===== src/rtl/image_binarize_packer.sv =====
// image_binarize_packer
// Thresholds an 8-bit grayscale pixel stream to one bit per pixel and packs
// the bits LSB-first into 128-bit words, exactly 8 words per image. Bit p of
// the image lands in word p/128, bit p%128. Short images are zero-padded up
// to word 7; over-long images are truncated and the excess pixels dropped up
// to the next tlast. Any pixel count / tlast disagreement raises a sticky
// frame_err. HEIGHT*WIDTH must not exceed 1024 (10-bit pixel counter).
module image_binarize_packer #(
    parameter int HEIGHT = 28,
    parameter int WIDTH  = 28
) (
    input  logic         clk,
    input  logic         rst_n,
    input  logic [7:0]   threshold,
    input  logic [7:0]   s_tdata,
    input  logic         s_tvalid,
    output logic         s_tready,
    input  logic         s_tlast,
    output logic [127:0] m_tdata,
    output logic         m_tvalid,
    input  logic         m_tready,
    output logic [15:0]  m_tkeep,
    output logic         m_tlast,
    output logic         frame_err,
    output logic [15:0]  img_count
);

    localparam int         NPIX     = HEIGHT * WIDTH;
    localparam logic [9:0] LAST_PIX = 10'(NPIX - 1);

    typedef enum logic [1:0] {
        ST_FILL = 2'd0,
        ST_PAD  = 2'd1,
        ST_DROP = 2'd2
    } state_t;

    // Pixel binarization: a pixel equal to the threshold maps to 1.
    function automatic logic pix_bit(input logic [7:0] pix, input logic [7:0] thr);
        return (pix >= thr);
    endfunction

    // Registered state
    state_t         state_r;
    state_t         after_pad_r;   // state to enter once word 7 has left
    logic [127:0]   asm_r;
    logic           asm_full_r;
    logic [6:0]     bp_r;
    logic [2:0]     wi_r;
    logic [9:0]     pix_cnt_r;
    logic           s_tready_r;
    logic [127:0]   m_tdata_r;
    logic           m_tvalid_r;
    logic           m_tlast_r;
    logic           frame_err_r;
    logic [15:0]    img_count_r;

    // Next-state values
    state_t         state_nx_s;
    state_t         after_pad_nx_s;
    logic [127:0]   asm_nx_s;
    logic           asm_full_nx_s;
    logic [6:0]     bp_nx_s;
    logic [2:0]     wi_nx_s;
    logic [9:0]     pix_cnt_nx_s;
    logic           s_tready_nx_s;
    logic [127:0]   m_tdata_nx_s;
    logic           m_tvalid_nx_s;
    logic           m_tlast_nx_s;
    logic           frame_err_nx_s;
    logic [15:0]    img_count_nx_s;

    logic           accept_s;
    logic           xfer_s;
    logic           img_end_s;

    assign accept_s  = s_tvalid && s_tready_r;
    assign xfer_s    = asm_full_r && (!m_tvalid_r || m_tready);
    assign img_end_s = s_tlast || (pix_cnt_r == LAST_PIX);

    // Next-state logic: output-register transfer, then per-state packing/padding/dropping.
    always_comb begin
        state_nx_s     = state_r;
        after_pad_nx_s = after_pad_r;
        asm_nx_s       = asm_r;
        asm_full_nx_s  = asm_full_r;
        bp_nx_s        = bp_r;
        wi_nx_s        = wi_r;
        pix_cnt_nx_s   = pix_cnt_r;
        m_tdata_nx_s   = m_tdata_r;
        m_tvalid_nx_s  = m_tvalid_r;
        m_tlast_nx_s   = m_tlast_r;
        frame_err_nx_s = frame_err_r;
        img_count_nx_s = img_count_r;
        s_tready_nx_s  = 1'b0;

        // Move a completed assembly word into the output register.
        if (xfer_s) begin
            m_tdata_nx_s  = asm_r;
            m_tvalid_nx_s = 1'b1;
            m_tlast_nx_s  = (wi_r == 3'd7);
            asm_nx_s      = 128'd0;
            asm_full_nx_s = 1'b0;
            bp_nx_s       = 7'd0;
            wi_nx_s       = wi_r + 3'd1;
            if (wi_r == 3'd7) begin
                img_count_nx_s = img_count_r + 16'd1;
                pix_cnt_nx_s   = 10'd0;
            end else begin
                img_count_nx_s = img_count_r;
            end
        end else if (m_tready) begin
            m_tvalid_nx_s = 1'b0;
        end else begin
            m_tvalid_nx_s = m_tvalid_r;
        end

        case (state_r)
            ST_FILL: begin
                // accept_s implies asm_full_r==0, so no transfer this cycle.
                if (accept_s) begin
                    asm_nx_s[bp_r] = pix_bit(s_tdata, threshold);
                    bp_nx_s        = bp_r + 7'd1;
                    pix_cnt_nx_s   = pix_cnt_r + 10'd1;
                    if ((bp_r == 7'd127) || img_end_s) begin
                        asm_full_nx_s = 1'b1;
                    end else begin
                        asm_full_nx_s = 1'b0;
                    end
                    if (img_end_s) begin
                        state_nx_s = ST_PAD;
                        if (pix_cnt_r == LAST_PIX) begin
                            if (s_tlast) begin
                                after_pad_nx_s = ST_FILL;
                            end else begin
                                after_pad_nx_s = ST_DROP;
                                frame_err_nx_s = 1'b1;
                            end
                        end else begin
                            after_pad_nx_s = ST_FILL;
                            frame_err_nx_s = 1'b1;
                        end
                    end else begin
                        state_nx_s = ST_FILL;
                    end
                end else begin
                    state_nx_s = ST_FILL;
                end
            end
            ST_PAD: begin
                if (xfer_s) begin
                    if (wi_r == 3'd7) begin
                        state_nx_s = after_pad_r;
                    end else begin
                        state_nx_s = ST_PAD;
                    end
                end else if (!asm_full_r) begin
                    // Queue the next zero word (asm was cleared by the transfer).
                    asm_full_nx_s = 1'b1;
                end else begin
                    state_nx_s = ST_PAD;
                end
            end
            ST_DROP: begin
                if (accept_s && s_tlast) begin
                    state_nx_s = ST_FILL;
                end else begin
                    state_nx_s = ST_DROP;
                end
            end
            default: begin
                state_nx_s = ST_FILL;
            end
        endcase

        case (state_nx_s)
            ST_FILL: s_tready_nx_s = !asm_full_nx_s;
            ST_DROP: s_tready_nx_s = 1'b1;
            default: s_tready_nx_s = 1'b0;
        endcase
    end

    // State and output registers; everything clears immediately on reset.
    always_ff @(posedge clk or negedge rst_n) begin
        if (!rst_n) begin
            state_r     <= ST_FILL;
            after_pad_r <= ST_FILL;
            asm_r       <= 128'd0;
            asm_full_r  <= 1'b0;
            bp_r        <= 7'd0;
            wi_r        <= 3'd0;
            pix_cnt_r   <= 10'd0;
            s_tready_r  <= 1'b0;
            m_tdata_r   <= 128'd0;
            m_tvalid_r  <= 1'b0;
            m_tlast_r   <= 1'b0;
            frame_err_r <= 1'b0;
            img_count_r <= 16'd0;
        end else begin
            state_r     <= state_nx_s;
            after_pad_r <= after_pad_nx_s;
            asm_r       <= asm_nx_s;
            asm_full_r  <= asm_full_nx_s;
            bp_r        <= bp_nx_s;
            wi_r        <= wi_nx_s;
            pix_cnt_r   <= pix_cnt_nx_s;
            s_tready_r  <= s_tready_nx_s;
            m_tdata_r   <= m_tdata_nx_s;
            m_tvalid_r  <= m_tvalid_nx_s;
            m_tlast_r   <= m_tlast_nx_s;
            frame_err_r <= frame_err_nx_s;
            img_count_r <= img_count_nx_s;
        end
    end

    assign s_tready  = s_tready_r;
    assign m_tdata   = m_tdata_r;
    assign m_tvalid  = m_tvalid_r;
    assign m_tlast   = m_tlast_r;
    assign m_tkeep   = 16'hFFFF;
    assign frame_err = frame_err_r;
    assign img_count = img_count_r;

endmodule

===== config.mk =====
export PLATFORM = sky130hd
export DESIGN_NAME = image_binarize_packer
export DESIGN_NICKNAME = d
export VERILOG_FILES = /design/src/rtl/image_binarize_packer.sv
export SDC_FILE = /design/constraint.sdc
export NUM_CORES = 1
export LEC_CHECK = 0
export CAP_MARGIN = 20
export CORE_MARGIN = 2
export CORE_UTILIZATION = 34
export DETAILED_ROUTE_END_ITERATION = 12
export REMOVE_ABC_BUFFERS = 1
export SYNTH_ARGS = -nofsm -noshare
export SYNTH_HDL_FRONTEND = slang
export SYNTH_SLANG_ARGS = --single-unit

===== constraint.sdc =====
create_clock -name clk -period 4.3 [get_ports clk]
set_input_delay 1.29 -clock clk [delete_from_list [all_inputs] [get_ports clk]]
set_output_delay 1.29 -clock clk [all_outputs]
set_load 0.05 [all_outputs]

=== Word-level counts from Yosys, hierarchy flattened ===
Index checks and enable logic that the tools add are counted.

* Add/sub/neg operators: 4
* Multiply operators: 0
* Divide/modulo/power cells: 0
* Order comparisons: 3
* Eq/ne operators: 7
* Shifts and indexed selects: 0
* Mux-type cells: 33
* Bitwise operators: 0
* Reductions and logical operators: 15

{| class="wikitable"
|+ Operators by type and width
! kind !! number
|-
| $mux W128 || 3
|-
| $bwmux W128 || 1
|-
| $mux W10 || 4
|-
| $mux W7 || 3
|-
| $add A16 B1 Y16 const B || 1
|-
| $mux W2 || 7
|-
| $mux W1 || 11
|-
| $add A10 B1 Y10 const B || 1
|-
| $eq A10 B10 Y1 const B || 1
|-
| $ge A8 B8 Y1 || 1
|-
| $lt A7 B8 Y1 const B || 1
|-
| $add A7 B1 Y7 const B || 1
|-
| $demux W1 S7 || 1
|-
| $eq A7 B7 Y1 const B || 1
|-
| $ge A7 B1 Y1 const B || 1
|-
| $pmux W2 S3 || 1
|-
| $eq A2 B2 Y1 const B || 2
|-
| $logic_and A1 B1 Y1 || 4
|-
| $logic_not A2 Y1 || 2
|-
| $pmux W1 S2 || 2
|-
| $reduce_and A4 Y1 || 1
|-
| $add A3 B1 Y3 const B || 1
|-
| $eq A3 B3 Y1 const B || 1
|-
| $logic_or A1 B1 Y1 || 3
|-
| 6 further kinds || 7
|}

* Register bits after elaboration: 301
* Latch bits: 0
* Bits in writable memories: 0
* Bits in read-only memories: 0
* Memories: 0

=== Depth between registers and ports, before layout ===
Gate-level depths: netlist (run 1).

* Depth in word-level cells: 9
* Mapped depth: 8
* Gate-level depth less buffers: 6

=== Least setup slack after synthesis (run 1) ===
Ideal clock, no wire load.

* Path type: input -> register
* Start point: input s_tdata[0]
* End point: register asm_r[101]
* Library setup time: 139 ps
* Data arrival time: 2923 ps
* Data required time: 4161 ps
* Setup slack: 1237 ps
* Stages on the path: 8
* Cell sequence: inv_1 -> ha_1 -> nand2b_1 -> a2111o_1 -> a311oi_1 -> buf_2 -> buf_4 -> o41ai_1

* Longest elaborated chain between the ends: 4

{| class="wikitable"
|+ Ends and longest elaborated chain
! item !! RTL line !! RTL
|-
| from (decl) || 15 || <nowiki>input logic [7:0] s_tdata,</nowiki>
|-
| $ge A8 B8 Y1 || 39 || <nowiki>return (pix >= thr);</nowiki>
|-
| $bwmux W128 || 121 || <nowiki>asm_nx_s[bp_r] = pix_bit(s_tdata, threshold);</nowiki>
|-
| $mux W128 || 120 || <nowiki>if (accept_s) begin</nowiki>
|-
| $mux W128 || 117 || <nowiki>case (state_r)</nowiki>
|-
| named net asm_nx_s[101] || 60 || <nowiki>logic [127:0] asm_nx_s;</nowiki>
|-
| to (signal assigned) || 201 || <nowiki>asm_r <= asm_nx_s;</nowiki>
|-
| to (decl) || 45 || <nowiki>logic [127:0] asm_r;</nowiki>
|}

The timed path passes the listed nets, and every way through them passes these cells.
A chain may end at the register's enable or synchronous reset.

=== Final worst setup path (run 1) ===
* Start point: input s_tdata[0]
* End point: register asm_r[127]

Same word-level chain as after synthesis.

==> flow_metrics.env, run 1 <==
export IMPL_outcome="finished, final reports clean"
export IMPL_rows=72
export IMPL_synth_top_family_by_area="compound AO/OA/AOI/OAI gates"
export IMPL_grt_use_total_pct=16.44
export IMPL_yosysSeqAreaShare_pct=56.55
export IMPL_root_buffer="clkbuf_16"
export IMPL_fmax_ghz=0.2978
export IMPL_wirelength_mm=33.13
export IMPL_avgViaCountPerCell=5.413
export IMPL_antenna_found_initial=0
export IMPL_setup_viol=0
export IMPL_fin_crit_ps=3358
export IMPL_rsz0062_at_grt="no"
export IMPL_arrival_ps=3720
export IMPL_cts_sinks=300
export IMPL_fin_area_um2=16700
export IMPL_vias=9322
export IMPL_p_leak_nw=7.286
export IMPL_final_period_utilization_pct=78.09
export IMPL_clkTransAtPathRegs_ps=60
export IMPL_area_growth_pct=25.82
export IMPL_worstMarginPinSlew_ps=819.3
export IMPL_io_pins=185
export IMPL_clockBufferDepth=3
export IMPL_cts_tree="built"
export IMPL_syn_avg_cell_area_um2=12.75
export IMPL_drtIter0Drc=654
export IMPL_synthCells=1041
export IMPL_die_area_um2=40640
export IMPL_yosys_most_used_dff="dfrtp_1"
export IMPL_finalHoldViolations=0
export IMPL_async_flop_share_pct=100.0
export IMPL_instances_no_fill=1722
export IMPL_synthSimpleGateAreaFrac_pct=6.588
export IMPL_placedCellCount=1661
export IMPL_die_h_um=201.6
export IMPL_final_critical_path_setup_slack_ps=942.2
export IMPL_place_area_um2=15600
export IMPL_crit_fanout=21
export IMPL_maxCapViolCount=0
export IMPL_routabilityCongestion=0.7627
export IMPL_worstSetupEndpointType="register"
export IMPL_hpwl_mm=21.39
export IMPL_synth_xor_area_share_pct=1.319
export IMPL_synth_cell_types=55
export IMPL_synth_compound_area_share_pct=18.19
export IMPL_gr_total_overflow=0
export IMPL_syn_area_um2=13280
export IMPL_cpMaxStageDelayCell="a311oi_4"
export IMPL_final_nets=1213
export IMPL_setup_tns_ps=0
export IMPL_synth_adder_area_share_pct=1.225
export IMPL_grt_pass1_wl_mm=53.96
export IMPL_dp_slack_ps=442.8
export IMPL_postCtsHoldBufs=0
export IMPL_cp_start_kind="input port"
export IMPL_cts_resized=0
export IMPL_post_cts_setup_buffers=0
export IMPL_finClkSkew_ps=16.78
export IMPL_crit_type="in2reg"
export IMPL_grt_pass1_vias=9340
export IMPL_die_w_um=201.6
export IMPL_antenna_cells=0
export IMPL_start_util_pct=34.43
export IMPL_synthMuxAreaShare_pct=11.18
export IMPL_drive_gt1_share_pct=21.51
export IMPL_hold_class="reg2reg"
export IMPL_power_density_nw_per_um2=441.5
export IMPL_ys_ff_latch=300
export IMPL_cp_data_required_time_ps=4660
export IMPL_cts_inserted_buffers=34
export IMPL_synth_edff_count=0
export IMPL_slew_viol_final=0
export IMPL_core_um2=38560
export IMPL_slew_headroom_pct=45.38
export IMPL_wl_per_cell_um=19.24
export IMPL_firstDrtPassIters=5
export IMPL_ant_nets=0
export IMPL_htreeDepth=2
export IMPL_yosysWarningCount=0
export IMPL_cpPeakStageDelay_ps=540
export IMPL_drc=0
export IMPL_numPortBuffers=168
export IMPL_vdd_drop_max_mv=0.2781
export IMPL_path_cells="clkdlybuf4s50_1 -> inv_1 -> ha_1 -> nand2b_1 -> a2111o_1 -> a311oi_4 -> buf_4 -> o41ai_1"
export IMPL_clk_insertion_delay_late_ps=510
export IMPL_grt_max_degree=104
final timing paths:
path                          startpoint       endpoint  slack [ps]  depth (start not counted)
setup reg to reg                 bp_r[5]      asm_r[74]        2090                          4
max in group asynchronous          rst_n       m_tvalid        2580                          2
setup / recovery              s_tdata[0]     asm_r[127]         940                          8
min in group asynchronous          rst_n      asm_r[18]         850                          1
hold reg to reg            img_count[15]  img_count[15]         470                          1
hold / removal             img_count[15]  img_count[15]         470                          1
cells by family after synthesis:
kind of cell               Yosys count
DFF                                300
AOI/OAI and AO/OA                  286
and+or+nand+nor                    155
muxes                              132
xor gates and xnor gates            20
buffers and inverters              134
other                                1
adders and majority gates           13
per-stage QoR:
step	power, W	hold WS [ps]	utilization (%)
finish	0.007376	467.6	43.32
global route	0.007740	492.6	43.32
CTS	0.007486	476.3	43.32
detailed placement	0.004574	460.5	40.45
global placement	0.004558	458.6	40.45
floorplan	0.003941	440.4	-
state kept, by name (all words and copies together) (netlist names), 2 cells and up:
name,count
asm_r,128
bp_r,7
img_count,16
m_tdata,128
pix_cnt_r,10
state_r,2
wi_r,3
Yosys cell counts (3+ instances only):
library cell / n / share of area, %
buf_2: 16 / 0.60
xnor2_1: 11 / 0.73
nand2_1: 32 / 0.90
o21ai_0: 14 / 0.53
nand2b_1: 8 / 0.38
and3_1: 4 / 0.19
buf_4: 27 / 1.5
clkbuf_1: 63 / 1.8
nand3_1: 41 / 1.5
mux2_2: 130 / 11
a31oi_1: 5 / 0.24
nor3_1: 8 / 0.30
ha_1: 13 / 1.2
dfrtp_1: 300 / 57
buf_6: 4 / 0.34
o41ai_2: 14 / 1.7
a21oi_1: 5 / 0.19
nor2_1: 14 / 0.40
nand4_1: 14 / 0.66
and4_1: 3 / 0.20
xor2_1: 9 / 0.59
o41ai_1: 107 / 7.1
inv_1: 12 / 0.34
and2_1: 5 / 0.24
nor4bb_1: 3 / 0.23
nor2b_1: 6 / 0.28
o211ai_1: 115 / 6.5
buf_1: 12 / 0.34
o311ai_0: 4 / 0.26
o211ai_2: 10 / 0.94
critical path, delay by kind of cell:
family	cells	cell delay, ps
AO/OA/AOI/OAI	3	1140
adder cells (fa/ha/maj)	1	260
AND/OR/NAND/NOR	1	160
buffers and inverters	3	870
layer usage:
metal	routed length (µm)	part of all wire [%]	GRT usage (%)
met1	15220	46	23.57
met2	15380	46	25.50
met3	1900	5.7	3.337
met4	622	1.9	4.070
met5	0	0	0
layout by cell type (no fill, tap or decap), types with 5 or more instances in the layout:
cell               n
nor3_1             8
nor2b_1            6
buf_12            15
nand2b_1           8
o211ai_1         115
nand4_1           14
o21ai_0           14
xor2_1             9
and2_1             5
nand2_1           31
o41ai_2           14
clkdlybuf4s50_1  167
dfrtp_1          300
inv_1             12
nand3_1           39
clkbuf_1          10
a31oi_1            5
nor2_1            13
a21oi_1            5
conb_1            16
ha_1              13
xnor2_1           11
mux2_2           130
clkbuf_8           7
clkbuf_16         35
o211ai_2          10
buf_4             26
o41ai_1          107
clkinv_2           6
power by group:
| part | leakage, nW | internal, W | switching [W] |
|---|---|---|---|
| combinational | 2.60 | 0.000544 | 0.000943 |
| sequential | 4.13 | 0.00291 | 0.000105 |
| clock | 0.550 | 0.00174 | 0.00113 |
| total | 7.29 | 0.00519 | 0.00218 |
area by class of cell:
type | count | area, µm²
fillers | 3651 | 21850
multi-input cells | 622 | 5214
flip-flops and latches | 300 | 7507
clock buffers | 52 | 1010
well taps | 518 | 648.1
inverters | 12 | 45.04
clock inverters | 9 | 98.84
repair buffers | 209 | 2182
No activity file was read; power rests on OpenSTA's default activity.
==> run 2: changes to the inputs <==
==> constraint.sdc (replaced) <==
create_clock -name clk -period 3.31 [get_ports clk]
set_input_delay 0.993 -clock clk [delete_from_list [all_inputs] [get_ports clk]]
set_output_delay 0.993 -clock clk [all_outputs]
set_load 0.05 [all_outputs]
==> run 2 against run 1 <==
Effect of this change:
- non-clock buffer count rose by 9
- sequential power rose by 30%
- clock-buffer cell count down 2
- largest cell class unchanged
- first-iteration DRC count shrank 8.3%
- flip-flop and latch count unchanged
==> flow_metrics.env, run 2 (same netlist as run 1, synthesis figures left out) <==
export IMPL_cts_sinks=300
export IMPL_slew_viol_final=0
export IMPL_fin_area_um2=16890
export IMPL_cts_inserted_buffers=34
export IMPL_power_internal_w=0.007027
export IMPL_cp_data_required_time_ps=2320
export IMPL_final_nets=1222
export IMPL_rows=72
export IMPL_core_um2=38560
export IMPL_antenna_found_initial=0
export IMPL_worstSetupEndpointType="output pin"
export IMPL_vdd_drop_max_mv=0.4158
export IMPL_fin_util_pct=43.80
export IMPL_area_growth_pct=27.19
export IMPL_pwr_share_seq_pct=39.6
export IMPL_cpMaxStageDelayCell="clkdlybuf4s50_1"
export IMPL_setup_viol=0
export IMPL_switching_share_pct=29.01
export IMPL_wl_per_cell_um=19.48
export IMPL_finalHoldViolations=0
export IMPL_worstMarginPinSlew_ps=770.4
export IMPL_drtIter0Drc=600
export IMPL_wirelength_mm=33.67
export IMPL_clk_insertion_delay_late_ps=520
export IMPL_numPortBuffers=168
export IMPL_final_period_utilization_pct=85.51
export IMPL_r2r_slack_ps=1120
export IMPL_finClkSkew_ps=13.42
export IMPL_cts_tree="built"
export IMPL_r2r_start="bp_r[5]"
export IMPL_switchingPower_w=0.002872
export IMPL_clockBufferDepth=3
export IMPL_p_leak_nw=7.377
export IMPL_firstDrtPassIters=5
export IMPL_crit_type="reg2out"
export IMPL_grt_max_degree=79
export IMPL_hpwl_mm=21.96
export IMPL_gr_total_overflow=0
export IMPL_die_area_um2=40640
export IMPL_combPwrFrac_pct=20.4
export IMPL_htreeDepth=2
export IMPL_n_fill_cell=3629
export IMPL_drive_gt1_share_pct=22.23
export IMPL_grt_pass1_vias=9354
export IMPL_post_cts_setup_buffers=0
export IMPL_cpPeakStageDelay_ps=860
export IMPL_final_cell_mix="dfrtp_1, clkdlybuf4s50_1, mux2_2, o211ai_1, o41ai_1"
export IMPL_vias=9259
export IMPL_cp_depth=1
export IMPL_regArea_um2=7507
export IMPL_fin_crit_ps=2830
export IMPL_avgViaCountPerCell=5.358
export IMPL_postCtsHoldBufs=0
export IMPL_die_w_um=201.6
export IMPL_maxCapViolCount=0
export IMPL_fmax_ghz=0.3533
export IMPL_slew_headroom_pct=48.50
export IMPL_timing_critical_path_from="s_tready"
export IMPL_hold_class="in2async"
export IMPL_layout_commonest_cell="dfrtp_1"
export IMPL_rsz0062_at_grt="no"
export IMPL_crit_fanout=5
export IMPL_antenna_cells=0
export IMPL_power_density_nw_per_um2=586.2
export IMPL_crit_buf_inv=1
export IMPL_die_h_um=201.6
export IMPL_path_cells="clkdlybuf4s50_1"
export IMPL_drc=0
export IMPL_io_pins=185
export IMPL_setup_tns_ps=0
export IMPL_cts_resized=0
export IMPL_ant_nets=0
export IMPL_start_util_pct=34.43
export IMPL_cp_start_kind="register"
export IMPL_arrival_ps=1840
export IMPL_grt_use_total_pct=16.58
export IMPL_place_area_um2=15700
export IMPL_root_buffer="clkbuf_16"
export IMPL_critical_path_top_delay_family="buffers and inverters"
export IMPL_clkTransAtPathRegs_ps=60
export IMPL_outcome="finished, final reports clean"
export IMPL_multi_input_area_um2=5214
export IMPL_reg2reg_depth=4
export IMPL_grt_pass1_wl_mm=54.35
export IMPL_routabilityCongestion=0.7866
export IMPL_power_frac_clock_pct=40.1
run 2: cell types whose count changed in the layout (fill, tap and decap cells not counted), sizes merged:
cell    delta
buf        +9
bufinv     +2
clkbuf     -2
clkinv     -2
inv        -1
run 2: worst paths after layout:
check / to
max: s_tready
min: m_tdata[5]
max reg2reg: asm_r[78]
min reg2reg: frame_err
max in group asynchronous: after_pad_r[1]
min in group clk: frame_err
run 2: cell type report:
type | count | share of cell area (%)
Sequential cell | 300 | 44.46
Multi-Input combinational cell | 622 | 30.88
Timing Repair Buffer | 218 | 13.54
Clock buffer | 50 | 6.187
Tap cell | 518 | 3.838
Clock inverter | 8 | 0.8299
Inverter | 12 | 0.2667
run 2: layer usage:
| layer | GRT usage [%] | up-vias | routed length [µm] | share of wire, % |
|---|---|---|---|---|
| met3 | 3.466 | 34 | 1638 | 4.9 |
| met2 | 26.08 | 206 | 15680 | 47 |
| met1 | 23.63 | 4707 | 15910 | 47 |
| met5 | 0 | - | 0 | 0 |
| li1 | - | 4312 | - | - |
| met4 | 3.519 | 0 | 443 | 1.3 |
run 2: power by group through the flow:
stage / clock (W) / combinational [W] / sequential [W]
after global routing: 0.00423 / 0.00219 / 0.00394
after detailed placement: 0 / 0.00204 / 0.00398
after CTS: 0.00407 / 0.00204 / 0.00392
after floorplan: 0 / 0.000888 / 0.00410
final: 0.00397 / 0.00202 / 0.00392
after global placement: 0 / 0.00202 / 0.00398
run 2: per-stage QoR:
step | instances | power [W] | hold slack, ps | setup WS (ps)
6_report | 1728 | 0.009899 | 444.9 | 479.6
5_1_grt | 1728 | 0.01035 | 487.7 | 407.1
2_1_floorplan | 934 | 0.004985 | 440.4 | -7248
4_1_cts | 1728 | 0.01003 | 452.2 | 451.1
3_5_place_dp | 1670 | 0.006018 | 460.2 | -35.65
3_3_place_gp | 1670 | 0.005993 | 449.1 | -32.82
==> run 3: changes to the inputs <==
--- a/config.mk
+++ b/config.mk
@@ -10,6 +10,7 @@
 export CORE_UTILIZATION = 34
 export DETAILED_ROUTE_END_ITERATION = 12
 export REMOVE_ABC_BUFFERS = 1
+export SLEW_MARGIN = 10
 export SYNTH_ARGS = -nofsm -noshare
 export SYNTH_HDL_FRONTEND = slang
 export SYNTH_SLANG_ARGS = --single-unit
==> results of run 3 <==
No change in the layout: final DEF, timing and power equal those of run 2.
==> variant: new RTL, settings of run 1 <==
The 3 states of `state_t` get a one-hot encoding in 3 bits.
--- a/src/rtl/image_binarize_packer.sv
+++ b/src/rtl/image_binarize_packer.sv
@@ -28,10 +28,10 @@
     localparam int         NPIX     = HEIGHT * WIDTH;
     localparam logic [9:0] LAST_PIX = 10'(NPIX - 1);
 
-    typedef enum logic [1:0] {
-        ST_FILL = 2'd0,
-        ST_PAD  = 2'd1,
-        ST_DROP = 2'd2
+    typedef enum logic [2:0] {
+        ST_FILL = 3'b001,
+        ST_PAD  = 3'b010,
+        ST_DROP = 3'b100
     } state_t;
 
     // Pixel binarization: a pixel equal to the threshold maps to 1.
Behaviour: no difference found for any inputs over 4 cycles, from zero or initial values and one cycle with rst_n low; so few cycles prove little.
==> variant against run 1 <==
Routed wire length is 1.1% lower; critical endpoint is now asm_r[78]; synthesized area decreased by 2.7%; sequential cell count increased by 2; setup slack better by 0.13 ns; design area down 3.1%; final cell count up 14%; non-clock buffer count is 17 lower; power fell by 4.6%.
==> variant: results (changes against run 1) <==
Yosys
  • Synth area leaders: dfrtp_1 (58%), nand2_1 (13%), o211ai_1 (6.9%), o31ai_1 (6.9%), clkbuf_1 (2.7%) (was dfrtp_1 (57%), mux2_2 (11%), o41ai_1 (7.1%), o211ai_1 (6.5%), clkbuf_1 (1.8%))
  • Mux cell area share after synthesis: 0.00930 (was 0.112)
  • Fraction of the mapped netlist area in compound gates: 0.159 (was 0.182)
  • Synth Area in Adders: 0.0126 (was 0.0123)
  • Unique masters post-synth: 54 (was 55)
  • Register area share after synthesis: 0.585 (was 0.565)
  • Xor and xnor area share after synthesis: 0.0115 (was 0.0132)

Worst hold path
  • Hold path depth: 2 (was 1)
  • Hold EP: m_tdata[122] (was img_count[15])

Global routing
  • Met1 global-route usage: 0.236 (about the same)
  • All-Layer GR Usage: 0.167 (was 0.164)
  • Met2 Use GR: 0.269 (was 0.255)
  • GRT met3 Usage: 0.0285 (was 0.0334)
  • Vias in the first global route: 9448 (was 9340)

Power and ir drop
  • Clk power: 2.82 mW (was 2.87 mW)
  • Switch Pwr: 2.13 mW (was 2.18 mW)
  • Comb. pwr: 1.13 mW (was 1.49 mW)
  • P_leak: 7.53 nW (was 7.29 nW)

Timing
  • Slew HR: 0.381 (was 0.454)
  • Hold WS: 0.450 ns (was 0.468 ns)

Critical path
  • Slowest Stage Delay on Critical Path: 0.46 ns (was 0.54 ns)
  • Max FO, Critical Path: 29 (was 21)
  • Worst Setup SP: threshold[1] (was s_tdata[0])
  • End of the critical path: asm_r[78] (was asm_r[127])
  • Reg-to-Reg End: asm_r[109] (was asm_r[74])
  • R2R depth: 5 (was 4)
  • Slowest CP cell: clkdlybuf4s50_1 (was a311oi_4)

Detailed routing
  • Post-Route WL: 32800 um (was 33100 um)
  • Metal1 wirelength: 15300 um (was 15200 um)
  • Met3 routed WL: 1510 um (was 1900 um)
  • Via count: 9801 (was 9322)
  • Metal2 WL: 15500 um (was 15400 um)

Placed design
  • GP Congestion: 0.760 (was 0.763)
  • Post-DP HPWL: 20700 um (was 21400 um)

Status
  • Status: finished clean (unchanged)

Layout
  • Synth-to-Final Area Change: 25.2% (was 25.8%)
-- variant: cell count changes after synthesis, sizes merged, moves of 6 or more --
cell | before | now
clkbuf | 63 | 94
nand3 | 42 | 22
o41ai | 121 | 3
buf | 59 | 27
nor4b | 0 | 6
nand2 | 32 | 452
mux2 | 130 | 0
o31ai | 2 | 119
o211ai | 125 | 119
mux2i | 2 | 12
nand4 | 14 | 4
-- variant: through the flow --
stage,setup slack [ns],cells,power (mW)
after global placement,0.454,1898,4.26
final,1.08,1958,7.04
after floorplan,-2.06,1195,3.77
after CTS,1.07,1958,7.14
after detailed placement,0.581,1898,4.28
after global routing,0.914,1958,7.37
-- variant: final cells by class --
class                           count  area, sq um
Tap cell                          511          639
Clock inverter                      9         67.6
Clock buffer                       51         1030
Multi-Input combinational cell    883         4870
Fill cell                        3670        21400
Inverter                           10         37.5
Timing Repair Buffer              192         1980
Sequential cell                   302         7560
